## config.mk

```make
export PLATFORM = sky130hd
export DESIGN_NAME = lcd_reg_reader
export DESIGN_NICKNAME = d
export VERILOG_FILES = /design/src/rtl/lcd_bus_pkg.sv /design/src/rtl/lcd_phase_timer.sv /design/src/rtl/lcd_reg_reader.sv
export SDC_FILE = /design/constraint.sdc
export NUM_CORES = 1
export LEC_CHECK = 0
export CELL_PAD_IN_SITES_DETAIL_PLACEMENT = 0
export CELL_PAD_IN_SITES_GLOBAL_PLACEMENT = 2
export CORE_MARGIN = 1
export CORE_UTILIZATION = 32
export CTS_BUF_LIST = sky130_fd_sc_hd__clkbuf_16
export DETAILED_ROUTE_END_ITERATION = 6
export GPL_ROUTABILITY_DRIVEN = 1
export PLACE_DENSITY_LB_ADDON = 0.1
export SLEW_MARGIN = 30
export SYNTH_ARGS = -nofsm -noshare
export SYNTH_HDL_FRONTEND = slang
export SYNTH_SLANG_ARGS = --single-unit
```

## constraint.sdc

```tcl
create_clock -name clk -period 3.5 [get_ports clk]
set_input_delay 0.525 -clock clk [delete_from_list [all_inputs] [get_ports clk]]
set_output_delay 0.525 -clock clk [all_outputs]
set_load 0.02 [all_outputs]
```

## src/rtl/lcd_bus_pkg.sv

```systemverilog
// Shared definitions for the 8080-style LCD bus masters: FSM states, default
// bus timing and the panel command codes used for readback.
package lcd_bus_pkg;

    typedef enum logic [2:0] {
        ST_IDLE      = 3'd0,
        ST_CMD_SETUP = 3'd1,
        ST_CMD_WRL   = 3'd2,
        ST_CMD_WRH   = 3'd3,
        ST_TURN      = 3'd4,
        ST_RD_LO     = 3'd5,
        ST_RD_HI     = 3'd6,
        ST_FINISH    = 3'd7
    } lcd_state_e;

    localparam int DEF_T_WRL  = 2;
    localparam int DEF_T_WRH  = 2;
    localparam int DEF_T_TURN = 4;
    localparam int DEF_T_RDL  = 8;
    localparam int DEF_T_RDH  = 4;

    // Phase timer width; every timing parameter must fit in TMR_W bits.
    localparam int TMR_W = 8;

    localparam logic [15:0] CMD_RDID4 = 16'h00D3;
    localparam logic [15:0] CMD_RDST  = 16'h0009;
    localparam logic [15:0] CMD_RAMRD = 16'h002E;

    // A state lasting n cycles loads the down-counter with n-1.
    function automatic logic [TMR_W-1:0] tmr_load(input int cycles);
        return TMR_W'(cycles - 1);
    endfunction

endpackage

```

## src/rtl/lcd_phase_timer.sv

```systemverilog
// Loadable down-counter that times each bus phase; zero marks the last cycle
// of the current phase.
module lcd_phase_timer #(
    parameter int WIDTH = 8
) (
    input  logic             clk,
    input  logic             rstn,
    input  logic             load,
    input  logic [WIDTH-1:0] load_val,
    output logic             zero
);

    logic [WIDTH-1:0] cnt_r;

    // Count down to zero and park there until the next load.
    always_ff @(posedge clk or negedge rstn) begin
        if (!rstn) begin
            cnt_r <= {WIDTH{1'b0}};
        end else if (load) begin
            cnt_r <= load_val;
        end else if (cnt_r != {WIDTH{1'b0}}) begin
            cnt_r <= cnt_r - {{(WIDTH-1){1'b0}}, 1'b1};
        end else begin
            cnt_r <= cnt_r;
        end
    end

    assign zero = (cnt_r == {WIDTH{1'b0}});

endmodule

```

## src/rtl/lcd_reg_reader.sv

```systemverilog
// Read-side master for the parallel LCD bus: one command write, bus turnaround,
// then a burst of read strobes whose captured words are reported one by one.
module lcd_reg_reader
    import lcd_bus_pkg::*;
#(
    parameter int T_WRL         = DEF_T_WRL,
    parameter int T_WRH         = DEF_T_WRH,
    parameter int T_TURN        = DEF_T_TURN,
    parameter int T_RDL         = DEF_T_RDL,
    parameter int T_RDH         = DEF_T_RDH,
    parameter int DISCARD_FIRST = 1,
    parameter int CNT_WIDTH     = 8
) (
    input  logic                 clk,
    input  logic                 rstn,
    input  logic                 start,
    input  logic [15:0]          cmd,
    input  logic [CNT_WIDTH-1:0] rd_count,
    output logic                 busy,
    output logic [15:0]          rd_data,
    output logic                 rd_valid,
    output logic                 done,
    output logic                 LCD_CS,
    output logic                 LCD_RS,
    output logic                 LCD_WR,
    output logic                 LCD_RD,
    output logic [15:0]          LCD_DATA_O,
    output logic                 LCD_DATA_OE,
    input  logic [15:0]          LCD_DATA_I
);

    localparam int RW = CNT_WIDTH + 1;

    lcd_state_e       state_r;
    lcd_state_e       next_state_s;
    logic             tmr_load_s;
    logic [TMR_W-1:0] tmr_val_s;
    logic             tmr_zero_s;

    logic [15:0]      cmd_r;
    logic [RW-1:0]    total_r;
    logic [RW-1:0]    rd_cnt_r;
    logic [15:0]      cap_r;
    logic             cap_pend_r;
    logic             rd_last_s;
    logic [15:0]      cmd_src_s;

    logic             cs_s, rs_s, wr_s, rd_s, oe_s, busy_s, done_s;
    logic [15:0]      dout_s;
    logic             cs_r, rs_r, wr_r, rd_r, oe_r, busy_r, done_r, rd_valid_r;
    logic [15:0]      dout_r, rd_data_r;

    lcd_phase_timer #(.WIDTH(TMR_W)) u_timer (
        .clk      (clk),
        .rstn     (rstn),
        .load     (tmr_load_s),
        .load_val (tmr_val_s),
        .zero     (tmr_zero_s)
    );

    assign rd_last_s = (state_r == ST_RD_LO) && tmr_zero_s;
    // The command is not latched yet on the IDLE->CMD_SETUP edge.
    assign cmd_src_s = (state_r == ST_IDLE) ? cmd : cmd_r;

    // FSM state register.
    always_ff @(posedge clk or negedge rstn) begin
        if (!rstn) begin
            state_r <= ST_IDLE;
        end else begin
            state_r <= next_state_s;
        end
    end

    // Next-state logic; each transition reloads the phase timer for the new state.
    always_comb begin
        next_state_s = state_r;
        tmr_load_s   = 1'b0;
        tmr_val_s    = {TMR_W{1'b0}};
        case (state_r)
            ST_IDLE: begin
                if (start) begin
                    next_state_s = ST_CMD_SETUP;
                    tmr_load_s   = 1'b1;
                    tmr_val_s    = tmr_load(1);
                end else begin
                    next_state_s = ST_IDLE;
                end
            end
            ST_CMD_SETUP: begin
                if (tmr_zero_s) begin
                    next_state_s = ST_CMD_WRL;
                    tmr_load_s   = 1'b1;
                    tmr_val_s    = tmr_load(T_WRL);
                end else begin
                    next_state_s = state_r;
                end
            end
            ST_CMD_WRL: begin
                if (tmr_zero_s) begin
                    next_state_s = ST_CMD_WRH;
                    tmr_load_s   = 1'b1;
                    tmr_val_s    = tmr_load(T_WRH);
                end else begin
                    next_state_s = state_r;
                end
            end
            ST_CMD_WRH: begin
                if (tmr_zero_s) begin
                    tmr_load_s = 1'b1;
                    if (total_r == {RW{1'b0}}) begin
                        next_state_s = ST_FINISH;
                        tmr_val_s    = tmr_load(1);
                    end else begin
                        next_state_s = ST_TURN;
                        tmr_val_s    = tmr_load(T_TURN);
                    end
                end else begin
                    next_state_s = state_r;
                end
            end
            ST_TURN: begin
                if (tmr_zero_s) begin
                    next_state_s = ST_RD_LO;
                    tmr_load_s   = 1'b1;
                    tmr_val_s    = tmr_load(T_RDL);
                end else begin
                    next_state_s = state_r;
                end
            end
            ST_RD_LO: begin
                if (tmr_zero_s) begin
                    next_state_s = ST_RD_HI;
                    tmr_load_s   = 1'b1;
                    tmr_val_s    = tmr_load(T_RDH);
                end else begin
                    next_state_s = state_r;
                end
            end
            ST_RD_HI: begin
                if (tmr_zero_s) begin
                    tmr_load_s = 1'b1;
                    if (rd_cnt_r >= total_r) begin
                        next_state_s = ST_FINISH;
                        tmr_val_s    = tmr_load(1);
                    end else begin
                        next_state_s = ST_RD_LO;
                        tmr_val_s    = tmr_load(T_RDL);
                    end
                end else begin
                    next_state_s = state_r;
                end
            end
            ST_FINISH: begin
                if (tmr_zero_s) begin
                    next_state_s = ST_IDLE;
                end else begin
                    next_state_s = state_r;
                end
            end
            default: begin
                next_state_s = ST_IDLE;
            end
        endcase
    end

    // Request latch and read counter; the counter is one bit wider than rd_count.
    always_ff @(posedge clk or negedge rstn) begin
        if (!rstn) begin
            cmd_r    <= 16'h0000;
            total_r  <= {RW{1'b0}};
            rd_cnt_r <= {RW{1'b0}};
        end else if ((state_r == ST_IDLE) && start) begin
            cmd_r    <= cmd;
            total_r  <= {1'b0, rd_count} + RW'(DISCARD_FIRST);
            rd_cnt_r <= {RW{1'b0}};
        end else if (rd_last_s) begin
            cmd_r    <= cmd_r;
            total_r  <= total_r;
            rd_cnt_r <= rd_cnt_r + {{(RW-1){1'b0}}, 1'b1};
        end else begin
            cmd_r    <= cmd_r;
            total_r  <= total_r;
            rd_cnt_r <= rd_cnt_r;
        end
    end

    // Two-flop capture: bus sampled on the last RD low cycle, published one cycle later.
    always_ff @(posedge clk or negedge rstn) begin
        if (!rstn) begin
            cap_r      <= 16'h0000;
            cap_pend_r <= 1'b0;
            rd_data_r  <= 16'h0000;
            rd_valid_r <= 1'b0;
        end else begin
            cap_r      <= rd_last_s ? LCD_DATA_I : cap_r;
            cap_pend_r <= rd_last_s;
            rd_data_r  <= cap_pend_r ? cap_r : rd_data_r;
            rd_valid_r <= cap_pend_r &&
                          !((DISCARD_FIRST != 0) && (rd_cnt_r == RW'(1)));
        end
    end

    // Pin values decoded from the state being entered, so the registered pins track state_r.
    always_comb begin
        cs_s   = 1'b1;
        rs_s   = 1'b1;
        wr_s   = 1'b1;
        rd_s   = 1'b1;
        oe_s   = 1'b0;
        dout_s = 16'h0000;
        busy_s = 1'b1;
        done_s = 1'b0;
        case (next_state_s)
            ST_IDLE: begin
                busy_s = 1'b0;
            end
            ST_CMD_SETUP, ST_CMD_WRH: begin
                cs_s   = 1'b0;
                rs_s   = 1'b0;
                oe_s   = 1'b1;
                dout_s = cmd_src_s;
            end
            ST_CMD_WRL: begin
                cs_s   = 1'b0;
                rs_s   = 1'b0;
                wr_s   = 1'b0;
                oe_s   = 1'b1;
                dout_s = cmd_src_s;
            end
            ST_TURN, ST_RD_HI: begin
                cs_s = 1'b0;
            end
            ST_RD_LO: begin
                cs_s = 1'b0;
                rd_s = 1'b0;
            end
            ST_FINISH: begin
                done_s = 1'b1;
            end
            default: begin
                busy_s = 1'b0;
            end
        endcase
    end

    // Output registers; reset returns every pin to its idle level at once.
    always_ff @(posedge clk or negedge rstn) begin
        if (!rstn) begin
            cs_r   <= 1'b1;
            rs_r   <= 1'b1;
            wr_r   <= 1'b1;
            rd_r   <= 1'b1;
            oe_r   <= 1'b0;
            dout_r <= 16'h0000;
            busy_r <= 1'b0;
            done_r <= 1'b0;
        end else begin
            cs_r   <= cs_s;
            rs_r   <= rs_s;
            wr_r   <= wr_s;
            rd_r   <= rd_s;
            oe_r   <= oe_s;
            dout_r <= dout_s;
            busy_r <= busy_s;
            done_r <= done_s;
        end
    end

    assign LCD_CS      = cs_r;
    assign LCD_RS      = rs_r;
    assign LCD_WR      = wr_r;
    assign LCD_RD      = rd_r;
    assign LCD_DATA_OE = oe_r;
    assign LCD_DATA_O  = dout_r;
    assign busy        = busy_r;
    assign done        = done_r;
    assign rd_data     = rd_data_r;
    assign rd_valid    = rd_valid_r;

endmodule

```

==> results.toml <==
[run_status]
status = "completed"

[layout]
fill_cells = 1384
finish.net_count = 617
layout-area-overhead-vs-synth_pct = 28.6
post_route_cells_drive_above_1_share_pct = 9.91
insertedDiodeCount = 0
area_occupied_by_multi_input_gates_mm2 = 0.00190
final-seq-area_mm2 = 0.00256

[timing]
skew_ps = 5.72
hold_ws_ps = 177
finalCritPeriodShare_pct = 81.1
number_of_pins_exceeding_their_max_slew_limit_in_the_final_report = 0
worst_slew_margin_pct = 45.4
rsz0062_at_grt = "no"
timing.final.setup_violations = 0
post_route_setup_tns_ps = 0
final_hold_viol_count = 0
worstMarginPinSlew_ps = 817
post-route-min-period_ps = 2840
fmax_mhz = 352

[drt]
avgRoutedWirePerCell_um = 14.1
dr.first_iter.drc_count = 206
totalWireLength_mm = 10.5
post_drt_via_cell_ratio = 4.71
vias = 3508
detailedRoute.firstPassIterationCount = 4
remaining_drc_errors = 0
drt.antenna.violating_nets = 0

[clock_tree]
tritoncts = "built"
clock-root-buffer = "sky130_fd_sc_hd__clkbuf_16"
cts.repair.resized = 0
htreeDepth = 3
cts_setup_buffers = 0
cts_num_sinks = 102
clkLatencyLatePin_ps = 350
clk_pin_slew_ps = 70
cts_inserted_buffers = 9
clock_tree.buffer_depth = 2
postCtsHoldBufs = 0

[global_route]
vias_in_the_first_global_route = 3509
grt_max_degree = 60
overall_overflow_remaining_after_global_route = 0
global_route_wire_length_before_repair_mm = 17.7
global_route.usage.total_pct = 15.5
antenna_found_initial = 0

[setup_path]
critPathCaptureType = "flip-flop"
ff2ff_path_depth = 7
worstSetupStartpointType = "flip-flop"
critical_path_required_ps = 3770
critical_path_class = "flip-flop to flip-flop"
arrival_time_at_the_worst_endpoint_ps = 3110
critPathMaxFanout = 20

[yosys]
postSynthCellCount = 478
netlist.area_leader.share_pct = 53.1
synth_most_common_cell = "sky130_fd_sc_hd__nand2_1"
netlist-cell-type-count = 48
ys_ff_latch = 102
synth.top_cells.by_count = "151 x sky130_fd_sc_hd__nand2_1, 98 x sky130_fd_sc_hd__dfrtp_1, 31 x sky130_fd_sc_hd__a21oi_1, 27 x sky130_fd_sc_hd__nor2_1, 17 x sky130_fd_sc_hd__inv_1"
synth_area_per_cell_um2 = 9.66
netlist_area_before_placement_mm2 = 0.00462
ys_top_cells_by_area = "sky130_fd_sc_hd__dfrtp_1 53%, sky130_fd_sc_hd__nand2_1 12%, sky130_fd_sc_hd__mux2_2 3.9%"
synth-seq-area-share_pct = 55.4
ys_async_sr_fraction_pct = 100
synthesis.nets = 535
synth-main-ff-cell = "sky130_fd_sc_hd__dfrtp_1"
synth_top_area_cell = "sky130_fd_sc_hd__dfrtp_1"
synth-warning-count = 0
synth_enable_flop_cells = 0

[placed_design]
dp_hpwl_mm = 7.11
routabilityCongestion = 0.765
count_of_input_and_output_buffers = 82

[floorplan]
rows = 43
core_region_area_mm2 = 0.0140
floorplan.io_pins = 83
y_dimension_of_the_die_um = 122
floorplan.initialDensity_pct = 33.0
die_area_mm2 = 0.0149
chipWidth_um = 122

[power]
vdd.ir_drop.worst_mv = 0.372
power.density_mw_per_mm2 = 690
leakagePower_nw = 2.65

[min_path]
hold_class = "input pin to async pin"

[run]
drv.max_cap_violation_count = 0
worst paths after layout:
check,start,to,slack [ps]
hold reg to reg,cap_r[12],cap_r[12],470
setup / recovery,u_timer.cnt_r[5],rd_cnt_r[5],660
hold / removal,rstn,u_timer.cnt_r[7],180
setup reg to reg,u_timer.cnt_r[5],rd_cnt_r[5],660
min in group clk,cap_r[12],cap_r[12],470
max in group asynchronous,rstn,LCD_RS,2550
flip-flops by register name, summed over array words and instances (netlist names):
name and count:
cap_r 16, cmd_r 16, cap_pend_r 1, u_timer.cnt_r 8, busy 1, total_r 9
done 1, rd_valid 1, LCD_DATA_O 16, state_r 3, LCD_DATA_OE 1, LCD_RD 1
rd_cnt_r 9, LCD_RS 1, LCD_CS 1, rd_data 16, LCD_WR 1
area by class of cell:
cell class                 count  share of cell area (%)
sequential                   102                    43.1
multi-input combinational    338                    32.1
timing repair buffer          90                    15.0
clock buffer                   9                    3.79
tap                          180                    3.79
inverter                      19                    1.20
clock inverter                 7                    1.07
routing by layer:
metal | up-vias | routed length, um | track usage [%] | part of all wire [%]
li1 | 1742 | - | - | -
met1 | 1692 | 5040 | 20.5 | 48
met2 | 65 | 4820 | 24.0 | 46
met3 | 9 | 480 | 4.68 | 4.6
met4 | 0 | 153 | 5.49 | 1.5
met5 | - | 0 | 0 | 0
stage by stage:
stage               cell area [um2]  worst slack [ps]  std cells  util (%)  power, mW
CTS                            5940               612        745      42.4       4.17
floorplan                      4620              1070        478         -       2.61
detailed placement             5650               624        729      40.4       3.15
global placement               5650               690        729      40.4       3.15
finish                         5940               661        745      42.4       4.10
global route                   5940               382        745      42.4       4.42
cells by family (layout without fill, tap and decap cells):
group / count (synthesis) / after routing / synth area share (%)
adder cells (fa/ha/maj): 14 / 14 / 3.79
AND/OR/NAND/NOR: 225 / 225 / 21.1
AO/OA/AOI/OAI: 65 / 65 / 8.86
flip-flops: 102 / 102 / 55.4
buffers and inverters: 38 / 125 / 3.47
multiplexers: 17 / 17 / 4.23
XOR/XNOR: 17 / 17 / 3.22
power by group:
part	leakage [nW]	internal [mW]	total [mW]	switching [mW]
Sequential	1.22	1.53	1.80	0.272
Combinational	1.28	0.607	1.32	0.709
Clock	0.144	0.549	0.983	0.433
worst max-delay path, stage by stage, from the launching register on:
cell and delay [ps]:
sky130_fd_sc_hd__dfrtp_1 410, sky130_fd_sc_hd__or4_4 550, sky130_fd_sc_hd__or3_4 470, sky130_fd_sc_hd__or2_1 280, sky130_fd_sc_hd__inv_2 290, sky130_fd_sc_hd__nand4_1 250
sky130_fd_sc_hd__or3_1 360, sky130_fd_sc_hd__a21oi_1 140
cells in the final DEF (no fill, tap or decap), types with 3 or more instances in the layout:
master	instances
sky130_fd_sc_hd__mux2_2	16
sky130_fd_sc_hd__buf_4	8
sky130_fd_sc_hd__nand3_1	10
sky130_fd_sc_hd__clkdlybuf4s50_1	81
sky130_fd_sc_hd__nor4_1	5
sky130_fd_sc_hd__nor3_1	8
sky130_fd_sc_hd__nand4_1	5
sky130_fd_sc_hd__a21oi_1	31
sky130_fd_sc_hd__ha_1	14
sky130_fd_sc_hd__dfstp_2	4
sky130_fd_sc_hd__and3_1	4
sky130_fd_sc_hd__inv_1	18
sky130_fd_sc_hd__nand2_1	151
sky130_fd_sc_hd__dfrtp_1	98
sky130_fd_sc_hd__o21ai_0	15
sky130_fd_sc_hd__xor2_1	13
sky130_fd_sc_hd__clkbuf_16	9
sky130_fd_sc_hd__a31oi_1	3
sky130_fd_sc_hd__nor2_1	26
sky130_fd_sc_hd__xnor2_1	4
(Power assumes the default switching activity.)
